--- src/rtl/operand_display_pkg.sv ---
// Shared types and constants for the four-digit operand/sum display.
package operand_display_pkg;

  localparam int unsigned CNT_W = 16;
  localparam int unsigned SEG_W = 7;

  typedef enum logic [1:0] {
    DIG0 = 2'd0,
    DIG1 = 2'd1,
    DIG2 = 2'd2,
    DIG3 = 2'd3
  } digit_e;

  // Active-low {g,f,e,d,c,b,a}
  localparam logic [SEG_W-1:0] SEG_0     = 7'h40;
  localparam logic [SEG_W-1:0] SEG_1     = 7'h79;
  localparam logic [SEG_W-1:0] SEG_2     = 7'h24;
  localparam logic [SEG_W-1:0] SEG_3     = 7'h30;
  localparam logic [SEG_W-1:0] SEG_4     = 7'h19;
  localparam logic [SEG_W-1:0] SEG_5     = 7'h12;
  localparam logic [SEG_W-1:0] SEG_6     = 7'h02;
  localparam logic [SEG_W-1:0] SEG_7     = 7'h78;
  localparam logic [SEG_W-1:0] SEG_8     = 7'h00;
  localparam logic [SEG_W-1:0] SEG_9     = 7'h10;
  localparam logic [SEG_W-1:0] SEG_BLANK = 7'h7F;

endpackage

--- src/rtl/operand_display_bcd_to_seg.sv ---
// Combinational BCD to active-low seven-segment decoder; codes above 9 blank the digit.
module bcd_to_seg
  import operand_display_pkg::*;
(
  input  logic [3:0]       bcd,
  output logic [SEG_W-1:0] seg_c
);

  always_comb begin
    seg_c = SEG_BLANK;
    case (bcd)
      4'd0:    seg_c = SEG_0;
      4'd1:    seg_c = SEG_1;
      4'd2:    seg_c = SEG_2;
      4'd3:    seg_c = SEG_3;
      4'd4:    seg_c = SEG_4;
      4'd5:    seg_c = SEG_5;
      4'd6:    seg_c = SEG_6;
      4'd7:    seg_c = SEG_7;
      4'd8:    seg_c = SEG_8;
      4'd9:    seg_c = SEG_9;
      default: seg_c = SEG_BLANK;
    endcase
  end

endmodule

--- src/rtl/operand_display.sv ---
// Four-digit multiplexed display of two 3-bit operands and their decimal sum.
// Define OPERAND_DISPLAY_LZB_EN to blank the sum's tens digit when it is zero.
module operand_display
  import operand_display_pkg::*;
#(
  parameter int unsigned REFRESH_DIV  = 50000,
  parameter int unsigned BLANK_CYCLES = 500
) (
  input  logic       clk,
  input  logic       reset,
  input  logic [2:0] in1,
  input  logic [2:0] in2,
  output logic [3:0] an,
  output logic [6:0] seg
);

  logic [CNT_W-1:0] cnt;
  logic             tick;
  digit_e           state;
  digit_e           state_next;
  logic [2:0]       snap1;
  logic [2:0]       snap2;
  logic [3:0]       sum;
  logic             tens;
  logic [3:0]       units;
  logic [3:0]       digit;
  logic [SEG_W-1:0] seg_d;
  logic [3:0]       an_d;

  assign tick = (cnt == CNT_W'(REFRESH_DIV - 1));

  // Digit-period prescaler
  always_ff @(posedge clk or posedge reset) begin
    if (reset)     cnt <= '0;
    else if (tick) cnt <= '0;
    else           cnt <= cnt + CNT_W'(1);
  end

  always_ff @(posedge clk or posedge reset) begin
    if (reset) state <= DIG3;
    else       state <= state_next;
  end

  always_comb begin
    state_next = state;
    if (tick) begin
      case (state)
        DIG3:    state_next = DIG2;
        DIG2:    state_next = DIG1;
        DIG1:    state_next = DIG0;
        DIG0:    state_next = DIG3;
        default: state_next = DIG3;
      endcase
    end
  end

  // Operands are frozen for a whole frame so operand and sum digits always agree
  always_ff @(posedge clk or posedge reset) begin
    if (reset) begin
      snap1 <= '0;
      snap2 <= '0;
    end else if (tick && (state == DIG0)) begin
      snap1 <= in1;
      snap2 <= in2;
    end
  end

  assign sum   = 4'(snap1) + 4'(snap2);
  assign tens  = (sum >= 4'd10);
  assign units = tens ? (sum - 4'd10) : sum;

  always_comb begin
    digit = 4'hF;
    case (state)
      DIG3: digit = 4'(snap1);
      DIG2: digit = 4'(snap2);
`ifdef OPERAND_DISPLAY_LZB_EN
      DIG1: digit = tens ? 4'd1 : 4'hF;
`else
      DIG1: digit = 4'(tens);
`endif
      DIG0:    digit = units;
      default: digit = 4'hF;
    endcase
  end

  bcd_to_seg u_dec (
    .bcd   (digit),
    .seg_c (seg_d)
  );

  assign an_d = (cnt < CNT_W'(BLANK_CYCLES)) ? 4'b1111 : ~(4'b0001 << state);

  always_ff @(posedge clk or posedge reset) begin
    if (reset) begin
      an  <= 4'b1111;
      seg <= SEG_BLANK;
    end else begin
      an  <= an_d;
      seg <= seg_d;
    end
  end

endmodule

--- config.mk ---
export PLATFORM = sky130hd
export DESIGN_NAME = operand_display
export DESIGN_NICKNAME = d
export VERILOG_FILES = /design/src/rtl/operand_display_pkg.sv /design/src/rtl/operand_display_bcd_to_seg.sv /design/src/rtl/operand_display.sv
export SDC_FILE = /design/constraint.sdc
export NUM_CORES = 1
export LEC_CHECK = 0
export ABC_AREA = 1
export CAP_MARGIN = 20
export CORE_AREA = 2 2 82 53
export CTS_BUF_LIST = sky130_fd_sc_hd__clkbuf_16
export DETAILED_ROUTE_END_ITERATION = 10
export DIE_AREA = 0 0 84 55
export PLACE_DENSITY = 0.76
export SETUP_SLACK_MARGIN = 0.5
export SLEW_MARGIN = 20
export SYNTH_ARGS = -nofsm -noshare
export SYNTH_HDL_FRONTEND = slang
export SYNTH_HIERARCHICAL = 1
export SYNTH_SLANG_ARGS = --single-unit
--- constraint.sdc ---
create_clock -name clk -period 5 [get_ports clk]
set_input_delay 1 -clock clk [delete_from_list [all_inputs] [get_ports clk]]
set_output_delay 1 -clock clk [all_outputs]
set_load 0.01 [all_outputs]
# Word level (Yosys, flattened, before mapping)
# Memories as Yosys holds them, arrays and structs flattened. A register that Yosys moved wholly into a read port is not among the register bits.
# Cells that the tools add are included.
# classes
addsub,3
n_bitwise,1
n_eq_ne,4
shift,1
n_reduce_logical,2
n_mux,5
n_lt_le_gt_ge,2
# op_table
cell,count
16-bit by 1-bit adder with 16-bit output (second input constant),1
16-bit == test (second input constant),1
16-bit by 9-bit less-than comparator with 1-bit output (second input constant),1
16-bit 2-to-1 mux,1
4-bit one-hot mux with 4 select lines,1
4-bit 2-to-1 mux,2
2-bit one-hot mux with 4 select lines,1
3-bit by 3-bit adder with 4-bit output,1
2-bit == test (second input constant),2
4-bit >= comparator (second input constant),1
4-bit inverter,1
1-bit by 2-bit << shifter with 4-bit output (first input constant),1
4-bit subtractor (second input constant),1
2-bit by 1-bit == test with 1-bit output (second input constant),1
2-bit zero test,1
1-bit logical AND,1
# word_totals
reg_bits,28
mem_bits_ro,112
memories,1
wordCells,24
# mem_list
memory,depth,width,read_ports,rd_ports_with_merged_regs,write_ports,line_no,source
(name not given),16,7,1,1,0,operand_display_bcd_to_seg.sv:11,case (bcd)

# Depth between registers and ports, before layout
# depth
word_depth,4
ltp_mapped,15
ltp_nobuf,15

# Hierarchy
# Netlist, hierarchy kept.
# by_module_without_submodules
module,n_inst,area_per_inst_um2,cells_each
operand_display,1,1839.3,224
bcd_to_seg,1,187.7,35

# Worst setup path after synthesis
# No wires, ideal clock.
# synth_timing
path_kind,reg-to-reg
start,register snap1[0]
end,register seg[3]
stages_incl_launch_ff,15
arrival_ps,2171
required_time_ps,4917
setup_time_ps,83
period_less_slack_ps,2254
setup_slack_ps,2746
path_buffers,0
path_cell_list,dfrtp_1 -> ha_1 -> fa_1 -> inv_1 -> nand2_1 -> nand2_1 -> nand3_1 -> nand2_1 -> nand2_1 -> a21oi_1 -> inv_1 -> ha_1 -> nand2_1 -> nand3_1 -> nand2_1
# synth_via
elab_chain_cells,4
elab_cells_between_ends,5
classes_between,add/sub: 2; order compare: 1; mux: 2
# synth_rtl
element,line_no,source
"start, declared",operand_display.sv:21,logic [2:0] snap1;
"start signal, assigned",operand_display.sv:63,snap1 <= in1;
3-bit by 3-bit adder with 4-bit output *,operand_display.sv:68,assign sum = 4'(snap1) + 4'(snap2);
4-bit subtractor / 4-bit >= comparator (equally long branches),"operand_display.sv:70, operand_display.sv:69",
4-bit 2-to-1 mux *,operand_display.sv:70,assign units = tens ? (sum - 4'd10) : sum;
4-bit one-hot mux with 4 select lines *,operand_display.sv:74,case (state)
named net digit[1],operand_display.sv:26,logic [3:0] digit;
"end, declared",operand_display.sv:14,output logic [6:0] seg
# The timed path passes the listed nets; every way through them passes the cells marked *.
# A chain may end at the register's enable or synchronous reset.

# Worst setup path after layout
# Same ends and word-level chain as after synthesis.

==> flow_summary.json <==
{
  "status": "finished, final reports clean",
  "cpMostUsedCell": "nand2_1",
  "track_usage": 0.1959,
  "r2r_start": "snap1[0]",
  "cp_slowest_cell": "fa_1",
  "clock_skew_ps": 3.880,
  "layout-drive-gt1-share": 0.1364,
  "layout.nets": 308,
  "hold_viol": 0,
  "drc": 0,
  "max-cap-violations": 0,
  "slew_violations": 0,
  "postSynthCellCount": 259,
  "crit_fanout": 5,
  "first_global_vias": 1515,
  "hold_buffers": 0,
  "fin_util": 0.6207,
  "ctsHtreeMaxLevel": 2,
  "die_h_um": 55,
  "rows": 18,
  "synth.distinct_cells": 23,
  "die_area_mm2": 0.004620,
  "grt.overflow.total": 0,
  "path_cells": "ha_1 > fa_1 > nand3_1 > nand2_1 > inv_1 > nand2_1 > a21oi_1 > inv_1 > ha_1 > nand2_1 > nand3_1 > nand2_1",
  "routed_wl_um": 4047,
  "start_kind": "flip-flop",
  "first_pass_iters": 4,
  "synth_nets": 282,
  "clk_path_buf_depth": 2,
  "fp.coreArea_mm2": 0.003896,
  "worstPathArrival_ps": 2680,
  "worstReg2RegEnd": "seg[3]",
  "worstSetupEndpointType": "flip-flop",
  "max_stage_delay_ps": 480,
  "io_buffers": 18,
  "first_iter_violations": 111,
  "layout_commonest_cell": "nand2_1",
  "timing.fmax_mhz": 402.4,
  "io_pins": 19,
  "fin_crit_sh": 0.4970,
  "hold_path_depth": 1,
  "viasPerCell": 4.967,
  "cp_num_buf_inv": 2,
  "period_needed_ps": 2485,
  "ys_seq_area_frac": 0.4401,
  "most-common-layout-cells": "nand2_1, inv_1, nor2_1",
  "power_leakage_uw": 0.001269,
  "grt_pass1_wl_um": 6913,
  "setup_tns_ps": 0,
  "grt_antenna_before_repair": 0,
  "hold-path-endpoint": "cnt[0]",
  "power.density_mw_per_mm2": 241.4,
  "dieWidth_um": 84,
  "r2r_cells": 12,
  "worstMarginPinSlew_ps": 552.5,
  "path_clk_slew_ps": 50,
  "min_from": "cnt[0]",
  "grt_setup_unrepaired": "no",
  "avgRoutedWirePerCell_um": 12.04,
  "hold_path.class": "reg -> reg",
  "maxSlewHeadroom": 0.6317,
  "ys_ff_latch": 35,
  "dp_hpwl_um": 3114,
  "worst_ep_required_time_ps": 5200,
  "path_class": "reg -> reg",
  "syn_area_mm2": 0.002027,
  "ff2ff_setup_slack_ps": 2520,
  "place.gp.congestion": 0.9504,
  "clock_sinks": 35,
  "cts_inserted_buffers": 5,
  "yosys_warnings": 6,
  "cts_tree": "done",
  "root_buffer": "clkbuf_16",
  "clkLatencyLatePin_ps": 270,
  "crit_family": "adder cells",
  "synth_area_per_cell_um2": 7.826,
  "finalSetupViolations": 0,
  "ant_nets": 0,
  "antenna_cells": 0,
  "start_util": 0.5202,
  "vias": 1669,
  "synthToLayoutAreaGrowth_pct": 19.32,
  "grt_max_degree": 26,
  "postCtsSetupBuffers": 0,
  "total_power_uw": 583.7,
  "ir_worst_vdd_uv": 186.0,
  "post_cts_resized": 0
}
-- stage by stage --
step | std cells | instance area [µm²] | hold WS, ps | setup WS (ps)
floorplan | 259 | 2027 | 432.9 | 2746
global placement | 327 | 2266 | 457.0 | 2610
detailed placement | 327 | 2266 | 457.7 | 2557
CTS | 335 | 2404 | 464.6 | 2532
global route | 336 | 2419 | 493.3 | 2257
finish | 336 | 2419 | 461.5 | 2515
-- kinds of logic (layout without fill, tap and decap cells) --
kind of cell             after synthesis  in the layout  synth area share
flip-flops                            35             35            0.4401
adder cells (fa/ha/maj)               15             15           0.09630
XOR/XNOR                               7              7           0.03025
AO/OA/AOI/OAI                         21             21           0.06605
buffers and inverters                 48             75           0.09320
AND/OR/NAND/NOR                      133            133            0.2741
-- synth_stat cells (all sizes together) --
library cell | number | share of area
o211ai | 1 | 0.0037
dfstp | 13 | 0.17
nand3 | 18 | 0.047
buf | 1 | 0.0056
nand3b | 1 | 0.0037
clkinv | 2 | 0.0043
o21ai | 11 | 0.040
inv | 45 | 0.083
fa | 1 | 0.0099
nor2 | 37 | 0.073
nor3 | 2 | 0.0049
xor2 | 7 | 0.030
nor4 | 1 | 0.0031
a21oi | 9 | 0.022
ha | 14 | 0.086
dfrtp | 22 | 0.27
nand2 | 74 | 0.14
-- per-layer routing --
metal  share of wire  global-route usage  vias up
met3           0.079             0.05786        5
met5               0                   0        -
met2            0.41              0.2907       58
met4          0.0040             0.06720        0
li1                -                   -      848
met1            0.50              0.2771      758
-- worst register-to-register path: cells and delay by family (launching register included) --
kind / cells / cell delay [ps]
buffers and inverters: 2 / 210
adder cells (fa/ha/maj): 3 / 1020
AO/OA/AOI/OAI: 1 / 340
AND/OR/NAND/NOR: 6 / 430
flip-flops: 1 / 400
-- registers in the layout, indices dropped and copies added (netlist names) --
signal  cells
cnt        16
seg         7
an          4
snap1       3
snap2       3
state       2
-- power breakdown --
group          switching [µW]  leakage, µW  internal, µW  total (µW)
logic                    7.09     0.000795          6.66        13.8
registers                   0     0.000397           284         284
clock network             106    0.0000762           180         286
-- how the worst max path moves through the flow --
stage,start,end,cells after the start
2_1_floorplan,snap1[0],seg[3],14
3_3_place_gp,snap1[0],seg[3],14
3_5_place_dp,snap1[0],seg[3],14
4_1_cts,snap1[0],seg[3],14
5_1_grt,snap1[0],seg[3],14
6_report,snap1[0],seg[3],12
-- cell type report --
type	instances	area, µm²
Timing Repair Buffer	20	202.7
Multi-Input combinational cell	176	945.9
Inverter	47	177.7
Sequential cell	35	892.1
Fill cell	326	1478
Clock inverter	3	12.51
Clock buffer	5	125.1
Tap cell	50	62.56
(Power assumes the default switching activity.)
